**src/rtl/riscv_pkg.sv**
```systemverilog
// Shared RISC-V front-end types and constants used by the fetch/decode boundary.
package riscv_pkg;

  localparam int          XLEN     = 32;
  localparam logic [31:0] NOP_INST = 32'h0000_0013;

  typedef struct packed {
    logic [XLEN-1:0] pc;
    logic [31:0]     inst;
  } fetch_beat_t;

endpackage

```
**src/rtl/inst_fetch_buffer.sv**
```systemverilog
// Decoupling FIFO between the instruction-memory read port and decode.
// Presents NOP bubbles when empty and discards wrong-path beats after a redirect flush.
module inst_fetch_buffer
  import riscv_pkg::*;
#(
  parameter int DEPTH      = 2,
  parameter int DROP_BEATS = 1
) (
  input  logic        clk,
  input  logic        rst_n,
  input  logic        fetch_valid,
  input  logic [31:0] fetch_pc,
  input  logic [31:0] fetch_inst,
  output logic        fetch_ready,
  output logic        dec_valid,
  output logic [31:0] dec_pc,
  output logic [31:0] dec_inst,
  input  logic        dec_ready,
  input  logic        flush
);

  localparam int PTR_W  = (DEPTH < 2) ? 1 : $clog2(DEPTH);
  localparam int CNT_W  = $clog2(DEPTH + 1);
  localparam int DROP_W = (DROP_BEATS < 1) ? 1 : $clog2(DROP_BEATS + 1);

  fetch_beat_t mem_q [DEPTH];

  logic [PTR_W-1:0]  rd_ptr_q, rd_ptr_d;
  logic [PTR_W-1:0]  wr_ptr_q, wr_ptr_d;
  logic [CNT_W-1:0]  count_q, count_d;
  logic [DROP_W-1:0] drop_cnt_q, drop_cnt_d;

  logic        push;
  logic        pop;
  fetch_beat_t head;

  // Handshake: a beat transfers on a cycle where valid and ready are both high.
  // Upstream holds fetch_* stable while fetch_valid & !fetch_ready; fetch_ready
  // depends only on registered state so there is no path from dec_ready.
  assign fetch_ready = (count_q != CNT_W'(DEPTH));
  assign dec_valid   = (count_q != '0);

  assign push = fetch_valid & fetch_ready & ~flush & (drop_cnt_q == '0);
  assign pop  = dec_valid & dec_ready & ~flush;

  assign head     = mem_q[rd_ptr_q];
  assign dec_pc   = dec_valid ? head.pc   : '0;
  assign dec_inst = dec_valid ? head.inst : NOP_INST;

  always_comb begin
    rd_ptr_d   = rd_ptr_q;
    wr_ptr_d   = wr_ptr_q;
    count_d    = count_q;
    drop_cnt_d = drop_cnt_q;
    if (flush) begin
      rd_ptr_d   = '0;
      wr_ptr_d   = '0;
      count_d    = '0;
      drop_cnt_d = DROP_W'(DROP_BEATS);
    end else begin
      // Stale beats already in flight from IMEM are swallowed one per valid cycle.
      if ((drop_cnt_q != '0) && fetch_valid) drop_cnt_d = drop_cnt_q - 1'b1;
      if (push) wr_ptr_d = wr_ptr_q + 1'b1;
      if (pop)  rd_ptr_d = rd_ptr_q + 1'b1;
      case ({push, pop})
        2'b10:   count_d = count_q + 1'b1;
        2'b01:   count_d = count_q - 1'b1;
        default: count_d = count_q;
      endcase
    end
  end

  always_ff @(posedge clk or negedge rst_n) begin
    if (!rst_n) begin
      rd_ptr_q   <= '0;
      wr_ptr_q   <= '0;
      count_q    <= '0;
      drop_cnt_q <= '0;
    end else begin
      rd_ptr_q   <= rd_ptr_d;
      wr_ptr_q   <= wr_ptr_d;
      count_q    <= count_d;
      drop_cnt_q <= drop_cnt_d;
    end
  end

  // Storage contents are don't-care until written, so no reset here.
  always_ff @(posedge clk) begin
    if (push) mem_q[wr_ptr_q] <= '{pc: fetch_pc, inst: fetch_inst};
  end

endmodule

```
**config.mk**
```make
export PLATFORM = sky130hd
export DESIGN_NAME = inst_fetch_buffer
export DESIGN_NICKNAME = d
export VERILOG_FILES = /design/src/rtl/riscv_pkg.sv /design/src/rtl/inst_fetch_buffer.sv
export SDC_FILE = /design/constraint.sdc
export NUM_CORES = 1
export LEC_CHECK = 0
export BUFFER_PORTS_ARGS = -buffer_cell sky130_fd_sc_hd__buf_2
export CAP_MARGIN = 20
export CORE_ASPECT_RATIO = 1.1
export CORE_UTILIZATION = 52
export DETAILED_ROUTE_END_ITERATION = 16
export PLACE_DENSITY_LB_ADDON = 0.15
export RECOVER_POWER = 25
export SYNTH_ARGS = -nofsm -noshare
export SYNTH_HDL_FRONTEND = slang
export SYNTH_SLANG_ARGS = --single-unit
```
**constraint.sdc**
```tcl
create_clock -name clk -period 11.16 [get_ports clk]
set_input_delay 1.674 -clock clk [delete_from_list [all_inputs] [get_ports clk]]
set_output_delay 1.674 -clock clk [all_outputs]
set_load 0.02 [all_outputs]
```
==> results.txt, run 1 <==
Fin. Hold Viols = 0
Post-Route Setup TNS = 0 ns
H-tree levels = 4
Yosys cell types = 25
Yosys reg bits = 133
First-pass GRT wire length = 14000 um
Reg2Reg Depth = 3
Area share of the largest cell type after synthesis = 0.757
Max Buffers Root-to-Sink = 2
Global route overflow = 0
Starting DRC count in detailed routing = 188
Internal power = 0.000916 W
Max-cap violations = 0
Worst path slowest cell = buf_4
CP endpoint kind = primary output
Clock skew = 0.00520 ns
Largest net degree at the start of global routing = 66
I/O Buffers = 134
Die Wd = 96.2 um
Non-Filler Instances = 576
IO Count = 135
Drt total wl = 9170 um
M1 GR Usage = 0.216
Inst Count DP = 542
Top cells by area, synth = edfxtp_1 76%, mux2i_1 13%, nor2_1 4.6%
1st-pass router iterations = 4
Final worst-path cycle share = 0.358
Synth warn = 0
Synth Area per Inst = 17.0 sq um
Routed vias/inst = 5.15
Switching Share = 0.203
Final Instance Area = 6450 sq um
Yosys top cell by area = edfxtp_1
CTS tree = built
Fin. max-slew vios = 0
Net count after synthesis = 367
Worst-skew pair later-pin latency = 0.52 ns
Fillcell total = 681
Post-Synthesis Cell Area = 5080 sq um
P per Cell Area = 178 nW/um^2
GR Util All Layers = 0.194
Vias = 2969
Clock sinks = 133
Clk network pwr share = 0.444
Worst slew pin tran = 0.536 ns
Worst vdd ir = 0.125 mV
Sequential area share after synthesis = 0.781
Global Route met2 Usage = 0.324
Endpoints failing setup = 0
Hold WC Path Type = reg -> reg
Buffers & Inverters on Critical Path = 3
WP data arrival = 2.32 ns
RSZ-0062 raised after global routing = no
CTS Root Buffer Type = clkbuf_8
Die Y = 106 um
Area occupied by multi-input gates = 1040 sq um
Global-route layer with the greatest usage = met2
Status = complete, no violations
WL per Instance = 15.9 um
Clock Pin Slew Worst Setup and Hold Paths = 0.05 ns
Headroom to the max-slew limit = 0.643
Static leakage = 2.42 nW
Req. time, crit path = 9.49 ns
Area growth syn-to-layout = 26.9%
Min cycle time layout = 3.99 ns
Switching power = 0.000233 W
Net count, final = 514
WS Path Type = reg -> out
Core ar. = 9440 sq um
Layout cells sized above 1 = 0.352
Vias in the first global route = 2945
DRC Markers = 0
Syn Inst Count = 298
Register share of total power = 0.489
Post-CTS Setup Bufs = 0
CTS Hold Bufs = 0
Hold path cells = 1
Overall power = 0.00115 W
Worst path depth = 5
RD Place Congestion = 0.743
Max stage delay on crit path = 0.52 ns
Final antenna-violating net count = 0
Post-DP HPWL = 5690 um
PostCTS Resize Cnt = 0
Antenna violations before repair = 1
Comb pwr share = 0.067
Fmax = 251 MHz
Initial Util = 0.538
Die area = 10200 sq um
Met3 usage = 0.0743
Register area = 3970 sq um
Row Count = 37
DP Area = 5880 sq um
CP startpoint kind = register
Crit path max-delay family = buffers and inverters
Crit-path max FO = 47
Crit-path cells = nor2_4 -> buf_4 -> inv_1 -> nand2_1 -> buf_2
CTS buffer count = 17
kinds of logic after synthesis:
group / Yosys count / share of synthesized area
xor+xnor: 1 / 0.00172
simple gates: 75 / 0.0618
flops: 133 / 0.781
mux: 64 / 0.126
buf+inv: 16 / 0.0180
compound gates: 9 / 0.0111
per-stage QoR:
step	utilization	worst slack (ns)	hold slack, ns
global route	0.683	6.97	0.583
global placement	0.623	7.71	0.519
finish	0.683	7.17	0.548
CTS	0.681	7.10	0.553
detailed placement	0.623	7.66	0.540
floorplan	-	2.10	0.490
Yosys cell counts (all sizes together):
| cell | instances |
|---|---|
| nor4 | 1 |
| nor4bb | 1 |
| nor4b | 1 |
| buf | 13 |
| edfxtp | 128 |
| nor2b | 2 |
| nand3b | 1 |
| a31oi | 1 |
| a21oi | 2 |
| xor2 | 1 |
| dfrtp | 5 |
| nor2 | 63 |
| o21bai | 1 |
| a22oi | 1 |
| nand2b | 1 |
| inv | 3 |
| or3 | 1 |
| o211ai | 1 |
| a21o | 1 |
| nand2 | 4 |
| mux2i | 64 |
| o21ai | 2 |
per-layer routing:
layer | wire length [um] | vias up
met1 | 3570 | 1429
li1 | - | 1413
met3 | 610 | 22
met5 | 0 | -
met4 | 178 | 0
met2 | 4810 | 105
layout make-up:
cell class | instances | area share
diodes | 1 | 0.000388
clock buffers | 27 | 0.0731
clock inverters | 5 | 0.0116
inverters | 3 | 0.00175
multi-input cells | 149 | 0.161
flip-flops and latches | 133 | 0.616
well taps | 117 | 0.0227
repair buffers | 141 | 0.114
sequential cells by signal (all words and copies together) (netlist names):
register / flops
count_q: 2
drop_cnt_q: 1
mem_q: 128
rd_ptr_q: 1
wr_ptr_q: 1
worst paths after layout:
path                                 start           end  slack, ns
worst max-delay path            count_q[0]   dec_inst[0]       7.17
worst min-delay path            drop_cnt_q    drop_cnt_q       0.55
worst max register to register  count_q[1]  mem_q[1][34]       9.27
worst min register to register  drop_cnt_q    drop_cnt_q       0.55
max in group asynchronous            rst_n      rd_ptr_q       9.89
min in group asynchronous            rst_n    count_q[1]       1.01
cell usage in the layout, fill, tap and decap left out, types with 2 or more instances in the layout:
cell type,synthesis,layout
a21oi_1,2,2
buf_2,7,125
buf_4,6,6
bufinv_16,0,2
clkbuf_1,0,17
clkbuf_16,0,16
clkbuf_8,0,3
clkinv_2,0,3
dfrtp_1,5,4
edfxtp_1,128,128
inv_1,3,3
mux2i_1,64,64
nand2_1,4,4
nor2_1,62,62
o21ai_0,2,2
power groups by stage:
stage	clock network (W)	logic, W	registers, W
floorplan	0	0.0000472	0.000571
global placement	0	0.0000705	0.000577
detailed placement	0	0.0000723	0.000577
CTS	0.000521	0.0000727	0.000567
global route	0.000541	0.0000845	0.000562
finish	0.000510	0.0000774	0.000562
(Power assumes the default switching activity.)
==> run 2: changes to the inputs <==
- ABC_AREA: not set -> 1
- CORE_UTILIZATION: 52 -> 47
- clock period: 11.16 -> 3.3 ns (I/O delays scaled with it)
==> results.txt, run 2 <==
Die Wd = 101 um (+4.4%)
Clock sinks = 133 (unchanged)
Most frequent cell after synthesis = nand2_1
Min-delay src = fetch_pc[10]
Net count after synthesis = 452 (+23%)
Min cycle time layout = 2.59 ns
Fmax = 386 MHz
CTS tree = built
WL per Instance = 15.2 um (-4.4%)
Final antenna-violating net count = 0 (unchanged)
Clock skew = 0.00334 ns (-0.00185 ns)
1st-pass router iterations = 4 (unchanged)
WP data arrival = 2.09 ns (-0.23 ns)
DRC Markers = 0 (unchanged)
Switching Share = 0.255 (+0.0519)
Fin. Hold Viols = 0 (unchanged)
Post-Synthesis Cell Area = 5020 sq um (-1.2%)
Top cells by area, synth = edfxtp_1 77%, nand2_1 11%, a21oi_1 6.2%
Row Count = 39 (+5.4%)
Global route overflow = 0 (unchanged)
Post-DP HPWL = 6280 um (+10%)
Max Buffers Root-to-Sink = 2 (unchanged)
Largest register FFs = 128 (unchanged)
Drt total wl = 10400 um (+13%)
Final Instance Area = 6480 sq um (+0.56%)
Hold path cells = 1 (unchanged)
CTS Root Buffer Type = clkbuf_16
Reg-to-reg critical path startpoint = count_q[0]
R2R Setup Slk = 1.31 ns (-7.96 ns)
Largest registers = mem_q x128, count_q x2
Area growth syn-to-layout = 29.3%
Commonest non-fill, non-tap cells in the layout = 141 x nand2_1, 128 x edfxtp_1, 127 x buf_2
Top reg by flops = mem_q
Ant. Diodes = 0 (-1)
First-pass GRT wire length = 15700 um (+12%)
IO Count = 135 (unchanged)
Post-synth EDFFs = 128 (unchanged)
Register share of total power = 0.436 (-0.053)
CP startpoint kind = register
Fin. max-slew vios = 0 (unchanged)
WS Path Type = reg -> out
Overall power = 0.00437 W (+280%)
Setup ws final = 0.712 ns (-6.46 ns)
P per Cell Area = 673 nW/um^2 (+280%)
Clock Pin Slew Worst Setup and Hold Paths = 0.06 ns (about the same)
GR Util All Layers = 0.196 (+0.00170)
Die Y = 110 um (+4.5%)
Static leakage = 2.60 nW (+7.4%)
Final worst-path cycle share = 0.784
Max-cap violations = 0 (unchanged)
Min-Delay Endpoint = mem_q[1][42]
R2r endpoint = mem_q[1][2]
Fillcell total = 843 (+24%)
Die area = 11100 sq um (+9.1%)
Yosys cell types = 17 (-32%)
RD Place Congestion = 0.758 (+1.9%)
Worst-skew pair later-pin latency = 0.40 ns (-0.12 ns)
Starting DRC count in detailed routing = 197 (+4.8%)
DP Area = 5890 sq um (+0.17%)
CP endpoint kind = primary output
Worst slew pin tran = 0.826 ns (+0.290 ns)
Routed vias/inst = 4.96 (-3.8%)
Vias = 3371 (+14%)
Syn Inst Count = 383 (+29%)
CTS buffer count = 17 (unchanged)
Post-CTS Setup Bufs = 0 (unchanged)
Pre-CTS WS = 1.12 ns (-6.54 ns)
Endpoints failing setup = 0 (unchanged)
Area share of the largest cell type after synthesis = 0.766 (+0.00943)
Most common cell after layout, fill and taps aside = nand2_1
Top cells by count, synth = 141 x nand2_1, 128 x edfxtp_1, 62 x a21oi_1
Yosys top cell by area = edfxtp_1
RSZ-0062 raised after global routing = no
Yosys reg bits = 133 (unchanged)
Switching power = 0.00111 W (+380%)
Status = complete, no violations
Worst vdd ir = 0.332 mV (+170%)
I/O Buffers = 134 (unchanged)
Antenna violations before repair = 1 (unchanged)
Layout cells sized above 1 = 0.318 (-0.0331)
Net count, final = 593 (+15%)
Clk network pwr share = 0.423 (-0.021)
Vias in the first global route = 3222 (+9.4%)
Initial Util = 0.483 (-0.0552)
Finished Core Util = 0.624 (-0.0589)
Crit-path max FO = 33 (-30%)
Hold WC Path Type = in -> reg
Comb pwr share = 0.141 (+0.074)
Ys async rst share = 0.0376 (unchanged)
Core ar. = 10400 sq um (+10%)
Synth Area per Inst = 13.1 sq um (-23%)
Req. time, crit path = 2.80 ns (-6.69 ns)
Ys flop type = edfxtp_1
H-tree levels = 4 (unchanged)
Largest net degree at the start of global routing = 65 (-1.5%)
Headroom to the max-slew limit = 0.448 (-0.195)
Post-Route Setup TNS = 0 ns (unchanged)
Internal power = 0.00325 W (+260%)
Reg2Reg Depth = 5 (+2)
Sequential area share after synthesis = 0.791 (+0.00974)
Synth warn = 0 (unchanged)
[run 2: cell count changes after synthesis, moves of 6 or more]
| cell | delta |
|---|---|
| a21oi_1 | +60 |
| buf_4 | -6 |
| clkbuf_1 | +12 |
| mux2i_1 | -64 |
| nand2_1 | +137 |
| nor2_1 | -56 |
[run 2: how the worst max path moves through the flow]
stage,startpoint,cells past startpoint,slack (ns),end
final,count_q[0],4,0.71,dec_inst[15]
after global routing,count_q[0],4,0.55,dec_pc[31]
after CTS,count_q[0],4,0.68,dec_inst[15]
after detailed placement,flush,5,1.12,mem_q[1][59]
after global placement,count_q[0],4,1.15,dec_pc[31]
after floorplan,count_q[0],4,0.42,mem_q[1][0]
[run 2: metal layers]
metal	GRT usage	vias up	share of wire
met5	0	-	0.00077
met4	0.0797	2	0.014
met3	0.0744	12	0.053
met2	0.320	109	0.51
met1	0.234	1617	0.42
li1	-	1631	-
[run 2: kinds of logic (layout without fill, tap and decap cells)]
kind of cell           after synthesis  in the layout  share of synthesized area
and+or+nand+nor                    155            155                      0.120
AOI/OAI and AO/OA                   67             67                     0.0671
buffers and inverters               28            182                     0.0219
DFF                                133            133                      0.791
[run 2: final cells by class]
class / count / area, sq um / area share
Sequential cell: 133 / 3970 / 0.612
Clock buffer: 18 / 429 / 0.0662
Multi-Input combinational cell: 222 / 953 / 0.147
Clock inverter: 14 / 161 / 0.0249
Timing Repair Buffer: 142 / 762 / 0.117
Tap cell: 143 / 179 / 0.0276
Inverter: 8 / 30.0 / 0.00463
[run 2: critical path, cell delays in order (launching register included)]
cell and delay (ns):
dfrtp_1 0.46, nor2_4 0.68, buf_12 0.27, a21oi_1 0.09, buf_2 0.17
[run 2: per-stage QoR]
step	instances	hold slack [ns]
floorplan	383	0.199
global placement	647	0.318
detailed placement	647	0.322
CTS	680	0.257
global route	680	0.249
finish	680	0.276
[run 2: repair_timing]
action | 4_1_cts | 5_1_grt
gates resized for setup | 0 | 0
hold endpoints to repair | 5 | 0
hold buffers | 1 | 0
[run 2: power groups by stage]
stage	logic (W)	clock network, W	registers, W
after global routing	0.000676	0.00195	0.00191
final	0.000614	0.00185	0.00191
after global placement	0.000614	0	0.00194
after CTS	0.000624	0.00188	0.00191
after detailed placement	0.000621	0	0.00194
after floorplan	0.000377	0	0.00194
